===== config.mk =====
export PLATFORM = sky130hd
export DESIGN_NAME = road_scroll_engine
export DESIGN_NICKNAME = d
export VERILOG_FILES = /design/src/rtl/road_pkg.sv /design/src/rtl/velocity_ramp.sv /design/src/rtl/road_scroll_engine.sv
export SDC_FILE = /design/constraint.sdc
export NUM_CORES = 1
export LEC_CHECK = 0
export BUFFER_PORTS_ARGS = -buffer_cell sky130_fd_sc_hd__buf_2
export CORE_MARGIN = 1
export CORE_UTILIZATION = 45
export CTS_BUF_LIST = sky130_fd_sc_hd__clkbuf_16
export DETAILED_ROUTE_END_ITERATION = 7
export PLACE_DENSITY_LB_ADDON = 0.05
export SLEW_MARGIN = 0
export SYNTH_ARGS = -nofsm -noshare
export SYNTH_HDL_FRONTEND = slang
export SYNTH_SLANG_ARGS = --single-unit

===== constraint.sdc =====
create_clock -name clk -period 6.15 [get_ports clk]
set_input_delay 0.615 -clock clk [delete_from_list [all_inputs] [get_ports clk]]
set_output_delay 0.615 -clock clk [all_outputs]
set_load 0.05 [all_outputs]

===== src/rtl/road_pkg.sv =====
// Shared types for the road scroll engine: speed codes,
// race FSM states and the speed-code to target-velocity map.
package road_pkg;

  localparam logic [1:0] SPD_STOP = 2'd0;
  localparam logic [1:0] SPD_SLOW = 2'd1;
  localparam logic [1:0] SPD_FAST = 2'd2;

  typedef enum logic [1:0] {
    ST_IDLE,
    ST_RUN,
    ST_FINISH
  } road_state_t;

  // Code 3 is not a legal speed and falls back to stop.
  function automatic logic [2:0] speed_target(
    input logic [1:0] spd,
    input logic [2:0] slow,
    input logic [2:0] fast
  );
    logic [2:0] t;
    t = 3'd0;
    unique case (1'b1)
      spd == SPD_STOP: t = 3'd0;
      spd == SPD_SLOW: t = slow;
      spd == SPD_FAST: t = fast;
      default:         t = 3'd0;
    endcase
    return t;
  endfunction

endpackage


===== src/rtl/velocity_ramp.sv =====
// Player velocity register: steps one pixel/frame toward
// the target on each enable pulse, with synchronous clear.
module velocity_ramp (
  input  logic       clk,
  input  logic       reset,
  input  logic       clear,
  input  logic       enable,
  input  logic [2:0] target,
  output logic [2:0] velocity
);

  always_ff @(posedge clk) begin
    if (reset || clear) begin
      velocity <= 3'd0;
    end else if (enable) begin
      if (velocity < target) begin
        velocity <= velocity + 3'd1;
      end else if (velocity > target) begin
        velocity <= velocity - 3'd1;
      end
    end
  end

endmodule


===== src/rtl/road_scroll_engine.sv =====
// Per-frame road scroll, distance and race FSM.
// Define ROAD_FUEL_EN to build the fuel burn/refuel logic.
module road_scroll_engine
  import road_pkg::*;
#(
  parameter int ROAD_HEIGHT = 480,
  parameter int SLOW_STEP   = 2,
  parameter int FAST_STEP   = 5,
  parameter int DIST_DIV    = 16,
  parameter int RACE_LEN    = 2000,
  parameter int FUEL_INIT   = 100
) (
  input  logic        clk,
  input  logic        resetN,
  input  logic        startOfFrame,
  input  logic        one_sec,
  input  logic [1:0]  speed,
  input  logic        start,
  input  logic        refuel,
  output logic [9:0]  scroll_offset,
  output logic [2:0]  velocity,
  output logic [15:0] distance,
  output logic [7:0]  fuel,
  output logic        fuel_empty,
  output logic        race_done,
  output logic        running
);

  localparam logic [10:0] RH   = 11'(ROAD_HEIGHT);
  localparam logic [2:0]  SLOW = 3'(SLOW_STEP);
  localparam logic [2:0]  FAST = 3'(FAST_STEP);
  localparam logic [7:0]  DD   = 8'(DIST_DIV);
  localparam logic [15:0] RL   = 16'(RACE_LEN);
  localparam logic [7:0]  FI   = 8'(FUEL_INIT);

  road_state_t state;
  logic [7:0]  acc;
  logic        finish_now;
  logic        restart;
  logic        frame;
  logic [2:0]  target;
  logic [10:0] off_sum;
  logic [10:0] off_wrap;
  logic [7:0]  acc_sum;

  assign finish_now = (state == ST_RUN) && (distance >= RL);
  assign restart    = (state == ST_FINISH) && start;
  assign frame      = (state == ST_RUN) && startOfFrame && !finish_now;

  assign target = fuel_empty ? 3'd0
                : speed_target(speed, SLOW, FAST);

  // Velocity is always below the road height, so one subtract wraps.
  assign off_sum  = {1'b0, scroll_offset} + {8'd0, velocity};
  assign off_wrap = (off_sum >= RH) ? off_sum - RH : off_sum;
  assign acc_sum  = acc + {5'd0, velocity};

  velocity_ramp u_ramp (
    .clk      (clk),
    .reset    (resetN),
    .clear    (finish_now || restart),
    .enable   (frame),
    .target   (target),
    .velocity (velocity)
  );

  always_ff @(posedge clk) begin
    if (resetN) begin
      state         <= ST_IDLE;
      scroll_offset <= 10'd0;
      distance      <= 16'd0;
      acc           <= 8'd0;
      race_done     <= 1'b0;
      running       <= 1'b0;
    end else begin
      unique case (state)
        ST_IDLE: begin
          if (start) begin
            state   <= ST_RUN;
            running <= 1'b1;
          end
        end
        ST_RUN: begin
          if (finish_now) begin
            state     <= ST_FINISH;
            race_done <= 1'b1;
            running   <= 1'b0;
          end else if (startOfFrame) begin
            scroll_offset <= off_wrap[9:0];
            if (acc_sum >= DD) begin
              acc <= acc_sum - DD;
              if (distance != 16'hFFFF) begin
                distance <= distance + 16'd1;
              end
            end else begin
              acc <= acc_sum;
            end
          end
        end
        ST_FINISH: begin
          if (start) begin
            state         <= ST_RUN;
            race_done     <= 1'b0;
            running       <= 1'b1;
            scroll_offset <= 10'd0;
            distance      <= 16'd0;
            acc           <= 8'd0;
          end
        end
        default: state <= ST_IDLE;
      endcase
    end
  end

`ifdef ROAD_FUEL_EN
  logic [7:0] burn;
  logic [7:0] fuel_nx;
  logic       load;

  assign load = refuel || restart || ((state == ST_IDLE) && start);

  always_comb begin
    burn = 8'd0;
    if (velocity == 3'd0) begin
      burn = 8'd0;
    end else if (velocity <= SLOW) begin
      burn = 8'd1;
    end else begin
      burn = 8'd2;
    end
  end

  always_comb begin
    fuel_nx = fuel;
    if (load) begin
      fuel_nx = FI;
    end else if ((state == ST_RUN) && one_sec) begin
      fuel_nx = (fuel > burn) ? fuel - burn : 8'd0;
    end
  end

  always_ff @(posedge clk) begin
    if (resetN) begin
      fuel       <= FI;
      fuel_empty <= 1'b0;
    end else begin
      fuel       <= fuel_nx;
      fuel_empty <= (fuel_nx == 8'd0);
    end
  end
`else
  logic unused_fuel_inputs;

  assign unused_fuel_inputs = ^{refuel, one_sec};
  assign fuel       = FI;
  assign fuel_empty = 1'b0;
`endif

endmodule


Word level (Yosys, flattened, before mapping)
Index checks and enable logic that the tools add are counted.
Operators by class
  eq/ne operators: 12
  reductions and logical operators: 18
  add/sub/neg operators: 7
  order comparisons: 5
  multiplexer cells: 28
Operator list (number)
  $mux W16: 5
  $mux W10: 4
  $mux W8: 4
  $pmux W16 S2: 1
  $pmux W10 S2: 1
  $add A16 B1 Y16 const B: 1
  $ge A16 B11 Y1 const B: 1
  $ne A16 B16 Y1 const B: 1
  $pmux W8 S2: 1
  $add A10 B3 Y11: 1
  $ge A11 B9 Y1 const B: 1
  $sub A10 B9 Y10 const B: 1
  $add A8 B3 Y8: 1
  $ge A8 B5 Y1 const B: 1
  $ne A2 B2 Y1 const B: 4
  $sub A8 B5 Y8 const B: 1
  $mux W3: 2
  $ne A2 B1 Y1 const B: 3
  $pmux W3 S2: 1
  $reduce_and A3 Y1: 2
  $reduce_and A6 Y1: 1
  $reduce_bool A2 Y1: 3
  $eq A2 B1 Y1 const B: 2
  $eq A2 B2 Y1 const B: 2
  other kinds (15): 25
Storage, ports and cells
  output and inout port bits: 40
  flip-flop bits (word level): 41
  word-level logic and storage cells: 77
  input port bits: 8

Logic depth before layout (Yosys ltp)
  word-level depth: 6
  mapped depth: 14
  depth with buffers taken out: 13

Hierarchy
Synthesis repeated with hierarchy kept, for this count alone.
Unflattened totals
  cells, all modules: 356
  area, all modules: 2884.0 µm²
Modules (own cells, without submodules)
  road_scroll_engine: sequential area each 760.7 µm², area an instance 2630.0 µm², instances 1, cells each 327
  velocity_ramp: sequential area each 60.1 µm², area an instance 254.0 µm², instances 1, cells each 29

Least setup slack after synthesis
OpenSTA, ideal clock, no wires.
  path type: register to register
  from: register u_ramp.velocity[1]
  to: register distance[10]
  cell stages (with the launch flop): 14
  period minus slack after synthesis: 3.540 ns
  library setup time: 0.115 ns
  data arrival time: 3.425 ns
  path slack: 2.610 ns
  buffers on the path: 1
  data required time: 6.035 ns
  cells stage by stage: dfxtp_1 > inv_1 > fa_1 > nor2b_1 > o21ai_1 > xnor2_1 > ha_1 > and4b_4 > nor4b_2 > o21ai_1 > a2111oi_4 > buf_6 > nor3b_1 > o21a_1
Between the ends
  word-level cells in the longest chain between the ends: 4
RTL lines
  from (decl): RTL line velocity_ramp.sv:9  | output logic [2:0] velocity
  from (signal assigned): RTL line velocity_ramp.sv:17  | velocity <= velocity + 3'd1;
  from (signal assigned): RTL line velocity_ramp.sv:19  | velocity <= velocity - 3'd1;
  $add A8 B3 Y8: RTL line road_scroll_engine.sv:56  | assign acc_sum = acc + {5'd0, velocity};
  $ge A8 B5 Y1: RTL line road_scroll_engine.sv:90  | if (acc_sum >= DD) begin
  $ne A2 B1 Y1 (no line)
  $reduce_and A6 Y1 (no line)
  to (signal assigned): RTL line road_scroll_engine.sv:93  | distance <= distance + 16'd1;
  to (decl): RTL line road_scroll_engine.sv:22  | output logic [15:0] distance,
Every way passes these cells.
A chain may end at the register's enable or synchronous reset.

Worst setup path after layout
Ends and elaborated chain as after synthesis.

==> flow_summary.json <==
{
  "synthTopCellsByArea": "dfxtp_1, ha_1, a21oi_1",
  "cts_root_buf": "clkbuf_16",
  "clock-skew-final_ps": 2.60,
  "htree_levels": 2,
  "rsz0062_at_grt": "no",
  "grt_pass1_wl_um": 10800,
  "worstPathMaxFanout": 18,
  "met1_length_um": 3170,
  "crit_chain": "inv_1 > fa_1 > nor2b_1 > o21ai_1 > xnor2_1 > ha_1 > and4b_4 > nor4b_2 > o21ai_1 > a2111oi_4 > nor3b_1 > o21a_1",
  "wl_met2_um": 3080,
  "p_clk_frac": 0.453,
  "syn_to_final_growth_pct": 11.7,
  "port_buffers": 36,
  "grt_overflow": 0,
  "cp-end-kind": "flip-flop",
  "clk_latency_ps": 280,
  "grt_max_degree": 27,
  "finalNetCount": 402,
  "synth_common_cells": "dfxtp_1, nand2_1, a21oi_1, nor2_1",
  "die_h_um": 81.3,
  "swShare": 0.263,
  "cp_common_cell": "o21ai_1",
  "cts.sinks": 41,
  "intPower_w": 0.000482,
  "drive_gt1_frac": 0.148,
  "synthFlopType": "dfxtp_1",
  "syn_inst": 350,
  "viasPerCell": 5.72,
  "drt-initial-drc-count": 156,
  "gp_congestion": 0.838,
  "crit_family": "compound AO/OA/AOI/OAI gates",
  "die_w_um": 81.3,
  "cpPeakStageDelay_ps": 860,
  "fin_crit_sh": 0.594,
  "synth_warnings": 0,
  "setup.worst_path.class": "flip-flop to flip-flop",
  "cp.arrival_ps": 3830,
  "p_seq_frac": 0.420,
  "critPathSlowestCell": "a2111oi_4",
  "slew_violations": 0,
  "finalPower_w": 0.000654,
  "dp_hpwl_um": 4850,
  "cp.required_ps": 6330,
  "setup_tns_ps": 0,
  "core_sq_um": 5990,
  "start_kind": "flip-flop",
  "ant_nets": 0,
  "min_period_ps": 3660,
  "yosysSeqAreaShare": 0.290,
  "ios": 48,
  "tightestPinTransition_ps": 1060,
  "hold_slack_ps": 452,
  "drc": 0,
  "cellLeakagePower_nw": 1.26,
  "yosysMostFrequentCell": "dfxtp_1",
  "wl_per_cell_um": 14.6,
  "synth_edf_count": 0,
  "top_layer": "met4",
  "drv_cap": 0,
  "synth.avg_cell_area_sq_um": 8.09,
  "p_sw_w": 0.000172,
  "clock_path_buffers": 2,
  "die_area_sq_um": 6620,
  "hp-class": "flip-flop to flip-flop",
  "post-cts-setup-buffer-count": 0,
  "fmax_mhz": 274,
  "power.density_nw_per_um2": 207,
  "cts_buffers": 5,
  "row_count": 28,
  "path_buf_inv": 1,
  "async_reset_ff_frac": 0,
  "hold_buffers": 0,
  "cts_resized": 0,
  "comb_power_share": 0.127,
  "grt.total_usage": 0.215,
  "peakVddDrop_v": 0.000115,
  "cts_tree": "yes",
  "hold_viol": 0,
  "synth_top_cell_area_share": 0.290,
  "postRouteWirelength_um": 6650,
  "netlist_area_sq_um": 2830,
  "slew_headroom": 0.296,
  "met3_length_um": 330,
  "grt_pass1_vias": 2289,
  "antenna_found_initial": 0,
  "clk_pin_slew_worst_paths_ps": 60,
  "drt-pass1-iter-count": 4,
  "via_count": 2599,
  "synth_cell_type_count": 66,
  "status": "finished, final reports clean",
  "diodes": 0,
  "setup-violations-final": 0,
  "synth_seq_cells": 41,
  "yosysTopAreaCell": "dfxtp_1",
  "start_util": 0.473
}
[layout make-up]
| cell class | instances | area (sq um) |
|---|---|---|
| fillers | 577 | 2830 |
| clock buffers | 5 | 125 |
| repair buffers | 36 | 180 |
| well taps | 75 | 93.8 |
| flip-flops and latches | 41 | 821 |
| inverters | 16 | 60.1 |
| multi-input cells | 278 | 1850 |
| clock inverters | 3 | 37.5 |
[worst reg2reg max path: cells and delay by family (launching register included)]
kind / cells / cell delay [ps]
DFF: 1 / 480
adders and majority gates: 2 / 680
and+or+nand+nor: 4 / 740
xor gates and xnor gates: 1 / 160
buffers and inverters: 1 / 150
AOI/OAI and AO/OA: 4 / 1350
[power groups by stage]
stage / sequential (W) / clock [W] / combinational (W)
after floorplan: 0.000288 / 0 / 0.0000642
after global placement: 0.000281 / 0 / 0.0000823
after detailed placement: 0.000281 / 0 / 0.0000824
after CTS: 0.000275 / 0.000302 / 0.0000833
after global routing: 0.000275 / 0.000314 / 0.0000910
final: 0.000275 / 0.000296 / 0.0000827
[metrics by stage]
stage               cell area [sq um]  setup WS (ps)   util  std cells
floorplan                        2860           2610      -        357
global placement                 3000           2490  0.501        446
detailed placement               3000           2500  0.501        446
CTS                              3160           2480  0.528        454
global route                     3160           2130  0.528        454
finish                           3160           2490  0.528        454
[layout by cell type, fill, tap and decap left out, types with 7 or more instances in the layout]
cell / netlist / routed
o21ai_0: 9 / 9
o21ai_1: 10 / 10
inv_1: 16 / 17
buf_2: 4 / 36
nor2_1: 22 / 22
and2_1: 7 / 7
a21oi_1: 31 / 31
nand2b_1: 10 / 10
nand2_1: 33 / 33
dfxtp_1: 41 / 41
nand3_1: 16 / 16
xnor2_1: 8 / 8
or3_1: 7 / 7
conb_1: 2 / 9
nor3_1: 11 / 11
ha_1: 13 / 13
[flip-flops by register name, summed over array words and instances (netlist names)]
signal           count
acc                  8
distance            16
scroll_offset       10
state                2
running              1
race_done            1
u_ramp.velocity      3
[layer usage]
metal	GRT usage	up-vias
met1	0.284	1220
met5	0	-
met2	0.348	61
met4	0.0589	0
met3	0.0494	7
li1	-	1311
[path summary, 6_finish.rpt]
path,startpoint,end,slack [ps],cells after the start
setup / recovery,u_ramp.velocity[1]$_SDFFE_PP0P_,distance[10]$_SDFFE_PP0P_,2490,12
hold / removal,race_done$_SDFFE_PP0P_,race_done$_SDFFE_PP0P_,450,2
setup reg to reg,u_ramp.velocity[1]$_SDFFE_PP0P_,distance[10]$_SDFFE_PP0P_,2490,12
hold reg to reg,race_done$_SDFFE_PP0P_,race_done$_SDFFE_PP0P_,450,2
[cell families (layout without fill, tap and decap cells)]
logic type / count (synthesis) / count (layout) / synth area share
adder cells (fa/ha/maj): 16 / 16 / 0.0786
multiplexers: 6 / 6 / 0.0221
AO/OA/AOI/OAI: 94 / 94 / 0.231
flip-flops: 41 / 41 / 0.290
XOR/XNOR: 10 / 10 / 0.0309
other: 2 / 9 / 0.00265
buffers and inverters: 38 / 60 / 0.0680
AND/OR/NAND/NOR: 143 / 143 / 0.277
No activity file was read; power rests on OpenSTA's default activity.
